===== src/rtl/ssp_rx_controller.sv =====
// Receive-side controller for the SSP deserializer: arming FSM, frame FIFO, interrupts.
// Optional: define SSP_RX_FRAME_CNT_EN to add the o_FRAME_CNT accepted-frame counter.
module ssp_rx_controller #(
  parameter int DATA_WIDTH     = 8,
  parameter int FIFO_DEPTH     = 4,
  parameter int ADDR_WIDTH     = 2,
  parameter int RX_THRESHOLD   = 2,
  parameter int TIMEOUT_CYCLES = 32
) (
  input  logic                  i_SSPCLKIN,
  input  logic                  i_CLEAR,
  input  logic                  i_ENABLE,
  input  logic                  i_FLUSH,
  input  logic                  i_RX_REQ,
  input  logic [DATA_WIDTH-1:0] i_RX_DATA,
  output logic                  o_DESER_CLEAR_B,
  input  logic                  i_RD_EN,
  output logic [DATA_WIDTH-1:0] o_RD_DATA,
  output logic                  o_RD_VALID,
  output logic [ADDR_WIDTH:0]   o_LEVEL,
  output logic                  o_FULL,
  output logic                  o_EMPTY,
  output logic                  o_RX_INT,
  output logic                  o_TIMEOUT_INT,
  output logic                  o_OVERRUN_INT,
  input  logic                  i_INT_CLR
`ifdef SSP_RX_FRAME_CNT_EN
  ,
  output logic [15:0]           o_FRAME_CNT
`endif
);

  localparam int TW = (TIMEOUT_CYCLES > 2) ? $clog2(TIMEOUT_CYCLES) : 1;
  localparam logic [TW-1:0]       TMO_MAX   = TW'(TIMEOUT_CYCLES - 1);
  localparam logic [ADDR_WIDTH:0] DEPTH_LVL = (ADDR_WIDTH + 1)'(FIFO_DEPTH);
  localparam logic [ADDR_WIDTH:0] THR_LVL   = (ADDR_WIDTH + 1)'(RX_THRESHOLD);

  typedef enum logic [1:0] {
    DISABLED = 2'd0,
    ARMING   = 2'd1,
    ACTIVE   = 2'd2,
    FLUSH    = 2'd3
  } state_t;

  state_t state_q, state_d;

  logic [DATA_WIDTH-1:0] mem_q [FIFO_DEPTH];
  logic [ADDR_WIDTH-1:0] wptr_q, wptr_d;
  logic [ADDR_WIDTH-1:0] rptr_q, rptr_d;
  logic [ADDR_WIDTH:0]   level_q, level_d;
  logic                  full_q, empty_q;
  logic [DATA_WIDTH-1:0] rd_data_q;
  logic                  rd_valid_q;
  logic [TW-1:0]         tmo_cnt_q, tmo_cnt_d;
  logic                  ovr_q, ovr_d;

  logic flush_clr, push, pop, overrun;

  // Flush empties the FIFO on the edge it is seen and keeps it empty through FLUSH.
  assign flush_clr = (i_FLUSH && (state_q == DISABLED || state_q == ACTIVE)) ||
                     (state_q == FLUSH);
  assign pop       = i_RD_EN && !empty_q && !flush_clr;
  assign push      = (state_q == ACTIVE) && i_RX_REQ && !flush_clr && (!full_q || pop);
  assign overrun   = (state_q == ACTIVE) && i_RX_REQ && !flush_clr && full_q && !pop;

  always_comb begin
    state_d = state_q;
    unique case (state_q)
      DISABLED: if (i_ENABLE) state_d = ARMING;
      ARMING:   state_d = ACTIVE;
      ACTIVE: begin
        if (i_FLUSH)        state_d = FLUSH;
        else if (!i_ENABLE) state_d = DISABLED;
      end
      FLUSH:    state_d = i_ENABLE ? ARMING : DISABLED;
      default:  state_d = DISABLED;
    endcase
  end

  always_comb begin
    wptr_d  = wptr_q;
    rptr_d  = rptr_q;
    level_d = level_q;
    if (flush_clr) begin
      wptr_d  = '0;
      rptr_d  = '0;
      level_d = '0;
    end else begin
      if (push) wptr_d = wptr_q + 1'b1;
      if (pop)  rptr_d = rptr_q + 1'b1;
      unique case ({push, pop})
        2'b10:   level_d = level_q + 1'b1;
        2'b01:   level_d = level_q - 1'b1;
        default: level_d = level_q;
      endcase
    end
  end

  always_comb begin
    tmo_cnt_d = tmo_cnt_q;
    if (flush_clr || push || pop || empty_q) tmo_cnt_d = '0;
    else if (tmo_cnt_q != TMO_MAX)           tmo_cnt_d = tmo_cnt_q + 1'b1;
  end

  // A fresh overrun beats a same-cycle clear so no event is lost.
  always_comb begin
    ovr_d = ovr_q;
    if (overrun)        ovr_d = 1'b1;
    else if (i_INT_CLR) ovr_d = 1'b0;
  end

  always_ff @(posedge i_SSPCLKIN or posedge i_CLEAR) begin
    if (i_CLEAR) begin
      state_q    <= DISABLED;
      wptr_q     <= '0;
      rptr_q     <= '0;
      level_q    <= '0;
      full_q     <= 1'b0;
      empty_q    <= 1'b1;
      rd_data_q  <= '0;
      rd_valid_q <= 1'b0;
      tmo_cnt_q  <= '0;
      ovr_q      <= 1'b0;
    end else begin
      state_q    <= state_d;
      wptr_q     <= wptr_d;
      rptr_q     <= rptr_d;
      level_q    <= level_d;
      full_q     <= (level_d == DEPTH_LVL);
      empty_q    <= (level_d == '0);
      rd_valid_q <= pop;
      if (pop) rd_data_q <= mem_q[rptr_q];
      tmo_cnt_q  <= tmo_cnt_d;
      ovr_q      <= ovr_d;
    end
  end

  // Storage has no reset so it maps onto RAM; a full-FIFO read+write sees old data.
  always_ff @(posedge i_SSPCLKIN) begin
    if (push) mem_q[wptr_q] <= i_RX_DATA;
  end

`ifdef SSP_RX_FRAME_CNT_EN
  logic [15:0] frame_cnt_q, frame_cnt_d;

  always_comb begin
    frame_cnt_d = frame_cnt_q;
    if (flush_clr) frame_cnt_d = '0;
    else if (push) frame_cnt_d = frame_cnt_q + 16'd1;
  end

  always_ff @(posedge i_SSPCLKIN or posedge i_CLEAR) begin
    if (i_CLEAR) frame_cnt_q <= '0;
    else         frame_cnt_q <= frame_cnt_d;
  end

  assign o_FRAME_CNT = frame_cnt_q;
`endif

  assign o_DESER_CLEAR_B = (state_q == ACTIVE);
  assign o_RD_DATA       = rd_data_q;
  assign o_RD_VALID      = rd_valid_q;
  assign o_LEVEL         = level_q;
  assign o_FULL          = full_q;
  assign o_EMPTY         = empty_q;
  assign o_RX_INT        = (level_q >= THR_LVL);
  assign o_TIMEOUT_INT   = (tmo_cnt_q == TMO_MAX);
  assign o_OVERRUN_INT   = ovr_q;

endmodule


===== config.mk =====
export PLATFORM = sky130hd
export DESIGN_NAME = ssp_rx_controller
export DESIGN_NICKNAME = d
export VERILOG_FILES = /design/src/rtl/ssp_rx_controller.sv
export SDC_FILE = /design/constraint.sdc
export NUM_CORES = 1
export LEC_CHECK = 0
export BUFFER_PORTS_ARGS = -buffer_cell sky130_fd_sc_hd__buf_2
export CAP_MARGIN = 20
export CORE_ASPECT_RATIO = 0.5
export CORE_UTILIZATION = 60
export CTS_CLUSTER_DIAMETER = 60
export CTS_CLUSTER_SIZE = 40
export DETAILED_ROUTE_END_ITERATION = 10
export GPL_TIMING_DRIVEN = 0
export PLACE_DENSITY = 0.91
export SETUP_SLACK_MARGIN = 0.2
export SLEW_MARGIN = 20
export SYNTH_ARGS = -nofsm -noshare
export SYNTH_HDL_FRONTEND = slang
export SYNTH_SLANG_ARGS = --single-unit

===== constraint.sdc =====
create_clock -name i_SSPCLKIN -period 5.3 [get_ports i_SSPCLKIN]
set_input_delay 0.53 -clock i_SSPCLKIN [delete_from_list [all_inputs] [get_ports i_SSPCLKIN]]
set_output_delay 0.53 -clock i_SSPCLKIN [all_outputs]
set_load 0.05 [all_outputs]

* Yosys cells after proc, flatten, opt, wreduce, memory -nomap -nowiden
Memories as Yosys holds them, arrays and structs flattened. A register that Yosys moved wholly into a read port is not among the register bits.
Index checks and enable logic that the tools add are counted.
** Operators by class
- Equal/unequal tests :: 10
- Mux-type cells :: 17
- $add $sub $neg :: 5
- Reductions and logical operators :: 25
- Magnitude comparators :: 1
** Operators with widths (number)
- two-way mux 2 bit :: 7
- two-way mux 5 bit :: 2
- logical AND 1 bit :: 8
- case mux 2 bit (4 select lines) :: 1
- nonzero test 2 bit :: 4
- == test 2 bit (second input constant) :: 3
- logical OR 1 bit :: 6
- case mux 3 bit (2 select lines) :: 1
- adder 5 x 1 -> 5 bit (second input constant) :: 1
- == test 5 bit (second input constant) :: 1
- two-way mux 1 bit :: 5
- inequality test 5 bit (second input constant) :: 1
- adder 2 x 1 -> 2 bit (second input constant) :: 2
- == test 2 x 1 -> 1 bit (second input constant) :: 2
- zero test 1 bit :: 4
- adder 3 x 1 -> 3 bit (second input constant) :: 1
- == test 3 bit (second input constant) :: 1
- greater-or-equal comparator 3 x 2 -> 1 bit (second input constant) :: 1
- zero test 3 bit :: 1
- two-way mux 3 bit :: 1
- inequality test 3 bit (second input constant) :: 1
- subtractor 3 x 1 -> 3 bit (second input constant) :: 1
- zero test 2 bit :: 1
- inequality test 2 bit (second input constant) :: 1
- AND reduction 2 bit :: 1
** Word-level totals
- Register bits :: 18
- Memories kept :: 1
- RAM bits :: 32
** Memory list
- mem_q :: words 4, width 8, read ports 1, clocked after Yosys merged registers in 1, wr ports 1, line 47 : logic [DATA_WIDTH-1:0] mem_q [FIFO_DEPTH];

* Depth between registers and ports, before layout
Gate-level depths: netlist of the first run.
- Depth after elaboration :: 12
- Depth in mapped cells :: 9
- Gate-level depth less buffers :: 8

* Worst setup path before layout of the first run
Ideal clock, no wire load.
- Path type :: input -> register
- From :: input i_FLUSH
- To :: register empty_q, in the netlist o_EMPTY
- Stages on the path :: 8
- Setup slack :: 2.709 ns
- Arrival :: 2.513 ns
- Path buffers :: 0
- Library setup time :: 0.078 ns
- Cells stage by stage :: and4bb_2 > a21boi_1 > inv_1 > ha_1 > fa_1 > xnor2_1 > or3_1 > a31o_2
** Between the ends
- Word-level cells in the longest chain between the ends :: 10
- Elaborated cells on any way between the ends :: 12
- Classes of those cells :: eq/ne: 2; mux: 2; reduce/logical: 8
** RTL lines
- start, declared :: line 13 : input logic i_FLUSH,
- logical AND 1 bit (*) :: line 60 : assign flush_clr = (i_FLUSH && (state_q == DISABLED || state_q == ACTIVE)) ||
- logical OR 1 bit (*) :: line 60
- zero test 1 bit :: line 62, 63
- logical AND 1 bit :: line 62 : assign pop = i_RD_EN && !empty_q && !flush_clr;
- logical OR 1 bit :: line 63 : assign push = (state_q == ACTIVE) && i_RX_REQ && !flush_clr && (!full_q || pop);
- logical AND 1 bit :: line 63
- == test 2 x 1 -> 1 bit / == test 2 bit (equally long branches) :: line 91 : unique case ({push, pop})
- case mux 3 bit (2 select lines) :: line 91
- two-way mux 3 bit (*) :: line 84 : if (flush_clr) begin
- zero test 3 bit (*) :: line 130 : empty_q <= (level_d == '0);
- end signal, assigned :: line 130
- end, declared :: line 51 : logic full_q, empty_q;
Mark *: on every way between the ends. The rest lies on a longest branch, timed or not.
A chain may end at the register's enable or synchronous reset.

* Final worst setup path of the first run
- From :: register state_q[0]
- To :: register full_q, in the netlist o_FULL
** Between the ends
- Word-level cells in the longest chain between the ends :: 12
- Elaborated cells on any way between the ends :: 17
- Classes of those cells :: eq/ne: 5; mux: 2; reduce/logical: 10
** RTL lines
- start, declared :: line 45 : state_t state_q, state_d;
- start signal, assigned :: line 125 : state_q <= state_d;
- == test 2 bit / zero test 2 bit (equally long branches) :: line 60, 63
- logical OR 1 bit :: line 60
- logical AND 1 bit :: line 60
- logical OR 1 bit :: line 60
- zero test 1 bit :: line 62, 63
- logical AND 1 bit :: line 62
- logical OR 1 bit :: line 63
- logical AND 1 bit :: line 63
- == test 2 x 1 -> 1 bit / == test 2 bit (equally long branches) :: line 91
- case mux 3 bit (2 select lines) :: line 91
- two-way mux 3 bit (*) :: line 84
- == test 3 bit (*) :: line 129 : full_q <= (level_d == DEPTH_LVL);
- end signal, assigned :: line 129
- end, declared :: line 51
Marks and branches as above.

==> results.toml, run 1 <==
[timing]
setup_tns_ns = 0
fin_skew_ns = 0.00678
rsz0062_at_grt = "false"
slew_violations = 0
slew_headroom = 0.602
clock.fmax_ghz = 0.339
setup_viol = 0
worstMarginPinSlew_ns = 0.597
hold_viol_final = 0
finalCriticalPeriod_ns = 2.95
fin_crit_sh = 0.556

[synthesis]
yosysWarnings = 0
synth_nets = 170
netlist.area_leader.share = 0.394
synth_top_area_cell = "edfxtp_1"
yosysUniqueCellTypes = 38
yosys-top-cells-area = "edfxtp_1 39%, dfrtp_1 26%, mux4_2 7.4%, mux2_2 5.1%, ha_1 3.6%"
ys_seq_area_frac = 0.662
ys_ff_latch = 58
avgSynthCellArea_sq_um = 16.6
synth_area_sq_um = 2440
netlist_instances = 147

[floorplan]
initial_core_util = 0.666
rows = 15
die_area_sq_um = 4330
die_w_um = 92.1
io_pins = 33
coreArea_sq_um = 3660
die_height_um = 47.1

[cts]
clk_latency_ns = 0.32
postCtsHoldBufs = 0
clkTransAtPathRegs_ns = 0.06
cts_tree = "yes"
clock_path_buffers = 2
post-cts-setup-buffers = 0
cts-root-buf = "clkbuf_8"
cts_sinks = 58
post_cts_resized = 0
ctsHtreeMaxLevel = 3
cts_buffers = 9

[global_route]
antenna_found_initial = 0
grt_pass1_wl_mm = 6.72
track_usage = 0.228
overflow = 0
grt_start_max_net_pins = 27
grt_pass1_vias = 1376

[power_and_ir_drop]
worst_ir_drop_vdd_mv = 0.264
total_power_w = 0.00145
powerDensity_nw_per_um2 = 507
p_leak_nw = 1.22

[setup_path]
crit_path_end_kind = "register"
cp.depth = 8
r2r.worst_path.cells = 8
worstPathArrival_ns = 3.16
critPathMaxFanout = 7
worst_path_largest_cell_delay_ns = 0.50
start_kind = "register"
cp_slowest_cell = "a21boi_1"
path_cells = "and4bb_2 > a21boi_1 > inv_1 > ha_1 > fa_1 > xnor2_1 > or3_1 > a211oi_1"
worstPathRequired_ns = 5.51
critical_path_buf_inv_count = 1
cp_top_family = "compound AO/OA/AOI/OAI gates"
criticalPathCategory = "reg -> reg"

[routing]
first_pass_iters = 4
avgViaCountPerCell = 5.73
wl_per_cell_um = 17.5
drcViolationCount = 0
ant_nets = 0
drt_iter0_drc = 99
drt_wl_total_mm = 4.31
vias = 1409

[placed_design]
gp_congestion = 0.743
portBuffers = 32
dpl_cell_area_sq_um = 2660
dp_hpwl_mm = 2.75

[hold_path]
worstHoldPathType = "in -> async"

[final_layout]
drive_gt1_frac = 0.390
num_antenna_cells = 0
syn2layout_area_growth_pct = 17.8
fin_nets = 213
fill_cells = 208
final_area_sq_um = 2870

[flow_run]
maxCapViolCount = 0

[status]
status = "complete, no violations"
-- power breakdown --
part / total (W) / internal [W] / leakage (nW) / switching [W]
sequential: 0.000588 / 0.000543 / 0.630 / 0.0000447
clock: 0.000422 / 0.000261 / 0.104 / 0.000160
combinational: 0.000445 / 0.000160 / 0.482 / 0.000286
-- synth_stat cells (all sizes together) --
cell type,n
a2111o,1
a211oi,1
a21boi,1
a21oi,1
a22o,1
a31o,1
a32o,1
and2,4
and2b,1
and3,1
and3b,1
and4bb,1
buf,3
clkbuf,1
dfrtp,25
dfstp,1
edfxtp,32
fa,1
ha,7
inv,8
mux2,12
mux2i,3
mux4,8
nand2b,3
nand3b,1
nand4b,1
nor2,11
nor2b,1
o21ai,3
o22a,1
o22ai,1
or2,2
or3,1
xnor2,2
xor2,4
-- metal layers --
| metal | track usage | part of all wire |
|---|---|---|
| met3 | 0.0955 | 0.073 |
| met2 | 0.381 | 0.48 |
| met5 | 0 | 0 |
| met4 | 0.119 | 0.022 |
| met1 | 0.269 | 0.42 |
-- logic make-up (layout without fill, tap and decap cells) --
kind of cell	Yosys count	count (layout)	share of synthesized area
flip-flops	58	58	0.662
AND/OR/NAND/NOR	28	28	0.0673
XOR/XNOR	6	6	0.0216
buffers and inverters	12	60	0.0252
adder cells (fa/ha/maj)	8	8	0.0442
multiplexers	23	23	0.143
AO/OA/AOI/OAI	12	12	0.0365
-- path summary, 6_finish.rpt --
check                               from             to  slack, ns
min reg2reg                o_OVERRUN_INT  o_OVERRUN_INT       0.50
max in group asynchronous        i_CLEAR   o_RD_DATA[6]       4.66
max                           state_q[0]         o_FULL       2.35
min                              i_CLEAR  o_OVERRUN_INT       0.26
min in group i_SSPCLKIN     i_RX_DATA[1]    mem_q[1][1]       0.42
max reg2reg                   state_q[0]         o_FULL       2.35
-- registers in the layout (all words and copies together), names as in the netlist, 2 cells and up --
signal / count
mem_q: 32
tmo_cnt_q: 5
o_RD_DATA: 8
o_LEVEL: 3
state_q: 2
wptr_q: 2
rptr_q: 2
-- per-stage QoR --
stage	utilization	hold slack [ns]	worst slack, ns	std cells
3_3_place_gp	0.727	0.473	2.36	230
2_1_floorplan	-	0.496	2.71	147
3_5_place_dp	0.727	0.487	2.22	230
5_1_grt	0.784	0.302	2.18	246
6_report	0.784	0.262	2.35	246
4_1_cts	0.784	0.416	2.32	246
-- cells in the final DEF, fill, tap and decap left out, types with 2 or more instances in the layout --
cell type  count
inv_1          7
ha_1           7
dfrtp_1       25
buf_2         33
mux2_2        11
edfxtp_1      32
clkbuf_1       2
bufinv_16      2
mux2i_1        3
and2_1         4
o21ai_0        3
buf_6          2
nand2b_1       3
nor2_1        11
xor2_1         4
clkinv_2       2
mux4_2         8
clkbuf_8       9
xnor2_1        2
-- worst reg2reg max path, cell delays in order, from the launching register on --
cell and delay (ns):
dfrtp_1 0.43, and4bb_2 0.35, a21boi_1 0.50, inv_1 0.11
ha_1 0.25, fa_1 0.41, xnor2_1 0.15, or3_1 0.36
a211oi_1 0.29
-- layout make-up --
cell class | instances | area (sq um) | area share
buffer | 4 | 31.3 | 0.0109
clock buffer | 10 | 128 | 0.0445
clock inverter | 6 | 81.3 | 0.0283
inverter | 8 | 30.0 | 0.0105
multi-input combinational | 77 | 762 | 0.266
sequential | 58 | 1610 | 0.562
tap | 51 | 63.8 | 0.0222
timing repair buffer | 32 | 160 | 0.0558
(Power assumes the default switching activity.)
==> run 2, diff against run 1 <==
Settings changed: ABC_AREA from default to 1, CORE_UTILIZATION 60 to 51, PLACE_DENSITY 0.91 to 0.83.
Clock period 5.3 ns to 2.68 ns, I/O delays scaled along.
==> results.toml, run 2 <==
[synthesis]
netlist_instances = 223
synth_ff_type = "edfxtp_1"
yosysUniqueCellTypes = 32
synth_top_family_by_area = "simple AND/OR/NAND/NOR gates"
netlist.area_leader.share = 0.382
synth_edf_count = 32
synth_top_area_cell = "edfxtp_1"
ys_ff_latch = 58
synth_nets = 246
synth_top_cells_by_count = "38 x nand2_1, 32 x edfxtp_1, 29 x nor2_1"
synthArstFlopShare = 0.448
synth_compound_area_frac = 0.0771
synth_fa_ha_area_frac = 0.0428
yosys-top-cells-area = "edfxtp_1 38%, dfrtp_1 25%, nand2_1 5.7%, nor2_1 4.3%, o21ai_0 4.2%"
avgSynthCellArea_sq_um = 11.3
synth_most_common_cell = "nand2_1"
synth_area_sq_um = 2510
yosys.area_share.simple = 0.169
synthMuxAreaShare = 0.00796
synth-xor-area-share = 0.0104
yosysWarnings = 0
ys_seq_area_frac = 0.641

[routing]
wl_per_cell_um = 13.8
vias = 1695
drt_iter0_drc = 89
avgViaCountPerCell = 5.03
drcViolationCount = 0
first_pass_iters = 4
drt_wl_total_mm = 4.66
ant_nets = 0

[flow_run]
maxCapViolCount = 0

[floorplan]
die_w_um = 101
die_height_um = 51.7
die_area_sq_um = 5230
initial_core_util = 0.550
io_pins = 33
rows = 17
coreArea_sq_um = 4570

[setup_path]
cp_slowest_cell = "dfstp_2"
r2r-start = "o_EMPTY"
worstPathRequired_ns = 2.96
worstPathArrival_ns = 2.61
critPathMaxFanout = 10
worstReg2RegEnd = "o_EMPTY"
path_cells = "nor2_4 > nand3_2 > buf_6 > clkinv_4 > ha_1 > fa_1 > or2_2 > nand3_1 > nand2_1 > nand3_1 > nand2_1 > inv_1"
r2r.worst_path.cells = 12
ff2ff_setup_slack_ns = 0.35
start_kind = "register"
criticalPathCategory = "reg -> reg"
worst_path_largest_cell_delay_ns = 0.56
crit_path_end_kind = "register"

[timing]
fin_crit_sh = 0.868
setup_viol = 0
finalWorstSetupSlack_ns = 0.354
slew_violations = 0
setup_tns_ns = 0
worstMarginPinSlew_ns = 0.931
slew_headroom = 0.378
rsz0062_at_grt = "false"
finalCriticalPeriod_ns = 2.33
fin_skew_ns = 0.00530
hold_viol_final = 0
clock.fmax_ghz = 0.430

[cts]
clock_path_buffers = 2
postCtsHoldBufs = 0
post-cts-setup-buffers = 0
ctsHtreeMaxLevel = 3
cts_buffers = 9
clkTransAtPathRegs_ns = 0.07
post_cts_resized = 0
cts-root-buf = "clkbuf_8"
clk_latency_ns = 0.34
cts_tree = "yes"
cts_sinks = 58

[power_and_ir_drop]
worst_ir_drop_vdd_mv = 0.451
p_sw_w = 0.00127
power.share.sequential = 0.382
power_frac_clock = 0.259
swShare = 0.410
p_leak_nw = 1.33
p_int_w = 0.00182
powerDensity_nw_per_um2 = 1040
p_comb_frac = 0.359

[final_layout]
top_register = "mem_q"
multi_input_area_sq_um = 773
final_area_sq_um = 2960
final_cell_mix = "38 x nand2_1, 33 x buf_2, 32 x edfxtp_1, 29 x nor2_1, 25 x dfrtp_1"
fill_cells = 350
final_common_cell = "nand2_1"
drive_gt1_frac = 0.266
final-seq-area_sq_um = 1610
syn2layout_area_growth_pct = 17.7
num_antenna_cells = 0
fin_nets = 289
largest_reg_flops = 32

[global_route]
overflow = 0
grt_pass1_vias = 1702
track_usage = 0.206
grt_start_max_net_pins = 27
grt_pass1_wl_mm = 7.56
antenna_found_initial = 0

[placed_design]
dpl_worst_slack_ns = 0.374
dp_hpwl_mm = 3.19
portBuffers = 32
dpl_cell_area_sq_um = 2760
gp_congestion = 0.808

[hold_path]
worstHoldPathType = "in -> async"

[status]
status = "complete, no violations"
run 2: cell types whose count changed after synthesis, sizes merged, moves of 7 or more:
cell	change
o22ai	+7
inv	+15
nor2	+21
mux2	-12
o21ai	+18
nand2	+44
nand3	+8
mux4	-8
run 2: area by class of cell:
type,instances,share of cell area
clock buffers,9,0.0418
inverters,24,0.0330
well taps,66,0.0279
clock inverters,7,0.0266
plain buffers,4,0.0106
flip-flops and latches,58,0.545
repair buffers,32,0.0541
multi-input cells,137,0.261
run 2: how the worst max path moves through the flow:
stage | slack [ns] | from | end | cells after the start
2_1_floorplan | 0.38 | o_EMPTY | o_FULL | 11
3_3_place_gp | 0.46 | o_EMPTY | o_EMPTY | 12
3_5_place_dp | 0.37 | o_EMPTY | o_EMPTY | 12
4_1_cts | 0.35 | o_EMPTY | o_EMPTY | 12
5_1_grt | 0.23 | o_EMPTY | o_EMPTY | 12
6_report | 0.35 | o_EMPTY | o_EMPTY | 12
run 2: metal layers:
| layer | part of all wire | up-vias | GRT usage |
|---|---|---|---|
| li1 | - | 836 | - |
| met1 | 0.44 | 817 | 0.236 |
| met2 | 0.50 | 34 | 0.347 |
| met3 | 0.042 | 8 | 0.0981 |
| met4 | 0.012 | 0 | 0.0652 |
| met5 | 0 | - | 0 |
run 2: metrics by stage:
step / std cells / util / power, W / hold slack (ns)
floorplan: 223 / - / 0.00203 / 0.307
global placement: 321 / 0.603 / 0.00226 / 0.460
finish: 337 / 0.647 / 0.00309 / 0.125
detailed placement: 321 / 0.603 / 0.00230 / 0.469
CTS: 337 / 0.647 / 0.00310 / 0.116
global route: 337 / 0.647 / 0.00325 / 0.104
run 2: worst max-delay path, delay by kind of cell (launching register included):
family | cells | cell delay (ns)
simple gates | 7 | 0.77
fa+ha+maj | 2 | 0.62
flops | 1 | 0.56
buf+inv | 3 | 0.32
run 2: power groups by stage:
stage	Combinational [W]	Clock [W]	Sequential, W
floorplan	0.000572	0	0.00146
global placement	0.00107	0	0.00119
detailed placement	0.00111	0	0.00119
CTS	0.00111	0.000808	0.00118
global route	0.00119	0.000859	0.00120
finish	0.00111	0.000800	0.00118
run 2: kinds of logic after synthesis:
| kind of cell | Yosys count |
|---|---|
| and+or+nand+nor | 90 |
| DFF | 58 |
| AOI/OAI and AO/OA | 34 |
| buffers and inverters | 28 |
| adders and majority gates | 8 |
| xor gates and xnor gates | 3 |
| muxes | 2 |
==> run 3, diff against run 2 <==
Settings changed: CELL_PAD_IN_SITES_DETAIL_PLACEMENT from default to 1, CELL_PAD_IN_SITES_GLOBAL_PLACEMENT from default to 1, CORE_UTILIZATION 51 to 41.
==> results.toml, run 3 (same netlist as run 2, synthesis figures left out) <==
[timing]
finalCriticalPeriod_ns = 2.29
setup_tns_ns = 0
clock.fmax_ghz = 0.436
worstMarginPinSlew_ns = 0.839
fin_worst_hold_slack_ns = 0.135
rsz0062_at_grt = "false"
fin_crit_sh = 0.855
slew_violations = 0
hold_viol_final = 0
fin_skew_ns = 0.00353
slew_headroom = 0.439
setup_viol = 0

[power_and_ir_drop]
power_frac_clock = 0.322
p_int_w = 0.00213
p_comb_frac = 0.337
power.share.sequential = 0.341
p_leak_nw = 1.40
powerDensity_nw_per_um2 = 1120
swShare = 0.389
worst_ir_drop_vdd_mv = 0.562
p_sw_w = 0.00135

[global_route]
antenna_found_initial = 0
overflow = 0
track_usage = 0.221
grt_pass1_vias = 1946
grt_pass1_wl_mm = 10.2
grt_start_max_net_pins = 27

[cts]
cts_sinks = 58
ctsHtreeMaxLevel = 3
cts_buffers = 9
clock_path_buffers = 2
clkTransAtPathRegs_ns = 0.05
cts_tree = "yes"
cts-root-buf = "clkbuf_16"
clk_latency_ns = 0.33
post-cts-setup-buffers = 0

[routing]
ant_nets = 0
drt_wl_total_mm = 6.36
drcViolationCount = 0
drt_iter0_drc = 97
first_pass_iters = 4
wl_per_cell_um = 18.4
vias = 1802
avgViaCountPerCell = 5.21

[setup_path]
r2r-start = "o_EMPTY"
start_kind = "register"
worstPathArrival_ns = 2.51
ff2ff_setup_slack_ns = 0.39
crit_path_end_kind = "register"
r2r.worst_path.cells = 11
critical_path_buf_inv_count = 2
criticalPathCategory = "reg -> reg"
worstReg2RegEnd = "o_FULL"
cp_slowest_cell = "dfstp_2"
cp.depth = 11
critPathCapture = "o_FULL"
path_cells = "nor2_4 > nand3_2 > buf_6 > clkinv_4 > ha_2 > fa_1 > or2_2 > nand3_1 > nand2_1 > nand3_2 > nor2_1"
worst_path_largest_cell_delay_ns = 0.56
cp_top_family = "simple AND/OR/NAND/NOR gates"
path_common_cell = "nand3_2"
critPathMaxFanout = 10
worstPathRequired_ns = 2.90
startpoint = "o_EMPTY"

[placed_design]
dpl_cell_area_sq_um = 2770
gp_congestion = 0.798
portBuffers = 32
dp_hpwl_mm = 3.86

[hold_path]
worstHoldPathType = "in -> reg"
min_path_cells = 2

[final_layout]
fin_nets = 291
syn2layout_area_growth_pct = 23.9
final-seq-area_sq_um = 1610
final_common_cell = "nand2_1"
fin_util = 0.548
final_area_sq_um = 3120
num_antenna_cells = 0
final_cell_mix = "38 x nand2_1, 33 x buf_2, 32 x edfxtp_1, 29 x nor2_1, 25 x dfrtp_1"
top_register = "mem_q"
fill_cells = 617
drive_gt1_frac = 0.271
largest_reg_flops = 32
multi_input_area_sq_um = 785

[floorplan]
die_height_um = 57.4
coreArea_sq_um = 5680
io_pins = 33
die_area_sq_um = 6470
rows = 19
initial_core_util = 0.443
die_w_um = 113

[status]
status = "complete, no violations"

[flow_run]
maxCapViolCount = 0
[run 3: final cells by class]
type / count / area share
buffer: 4 / 0.0100
clock buffer: 12 / 0.0896
clock inverter: 4 / 0.00683
inverter: 24 / 0.0313
multi-input combinational: 137 / 0.252
sequential: 58 / 0.518
tap: 73 / 0.0293
timing repair buffer: 34 / 0.0635
[run 3: power groups by stage]
stage	logic (W)	clock network [W]	registers [W]
finish	0.00118	0.00112	0.00119
global route	0.00127	0.00117	0.00120
CTS	0.00116	0.00114	0.00119
detailed placement	0.00113	0	0.00120
global placement	0.00108	0	0.00119
floorplan	0.000572	0	0.00146
[run 3: worst register-to-register path: stages (launching register included)]
cell and delay, ns:
dfstp_2 0.56, nor2_4 0.06, nand3_2 0.08, buf_6 0.16
clkinv_4 0.11, ha_2 0.23, fa_1 0.38, or2_2 0.30
nand3_1 0.09, nand2_1 0.07, nand3_2 0.09, nor2_1 0.05
[run 3: layer usage]
layer / GRT usage / routed length [um]
met1: 0.242 / 2500
met2: 0.390 / 3290
met3: 0.0765 / 388
met4: 0.110 / 189
met5: 0 / 0
[run 3: worst min-delay path by stage]
| stage | start | end | slack [ns] |
|---|---|---|---|
| after global routing | i_INT_CLR | o_OVERRUN_INT | 0.15 |
| final | i_INT_CLR | o_OVERRUN_INT | 0.13 |
| after detailed placement | i_INT_CLR | o_OVERRUN_INT | 0.46 |
| after global placement | i_INT_CLR | o_OVERRUN_INT | 0.45 |
| after floorplan | i_CLEAR | o_FULL | 0.31 |
| after CTS | i_INT_CLR | o_OVERRUN_INT | 0.12 |
[run 3: metrics by stage]
step | setup slack [ns] | std cells | total power (W)
after detailed placement | 0.297 | 328 | 0.00233
after CTS | 0.277 | 344 | 0.00349
after floorplan | 0.376 | 223 | 0.00203
after global placement | 0.404 | 328 | 0.00226
final | 0.388 | 346 | 0.00349
after global routing | 0.207 | 346 | 0.00365
[run 3: repair_timing]
action | in CTS | in global routing
hold buffers | 0 | 1
gates resized for setup | 0 | 3
hold endpoints to repair | 0 | 8
setup endpoints to repair | 0 | 3
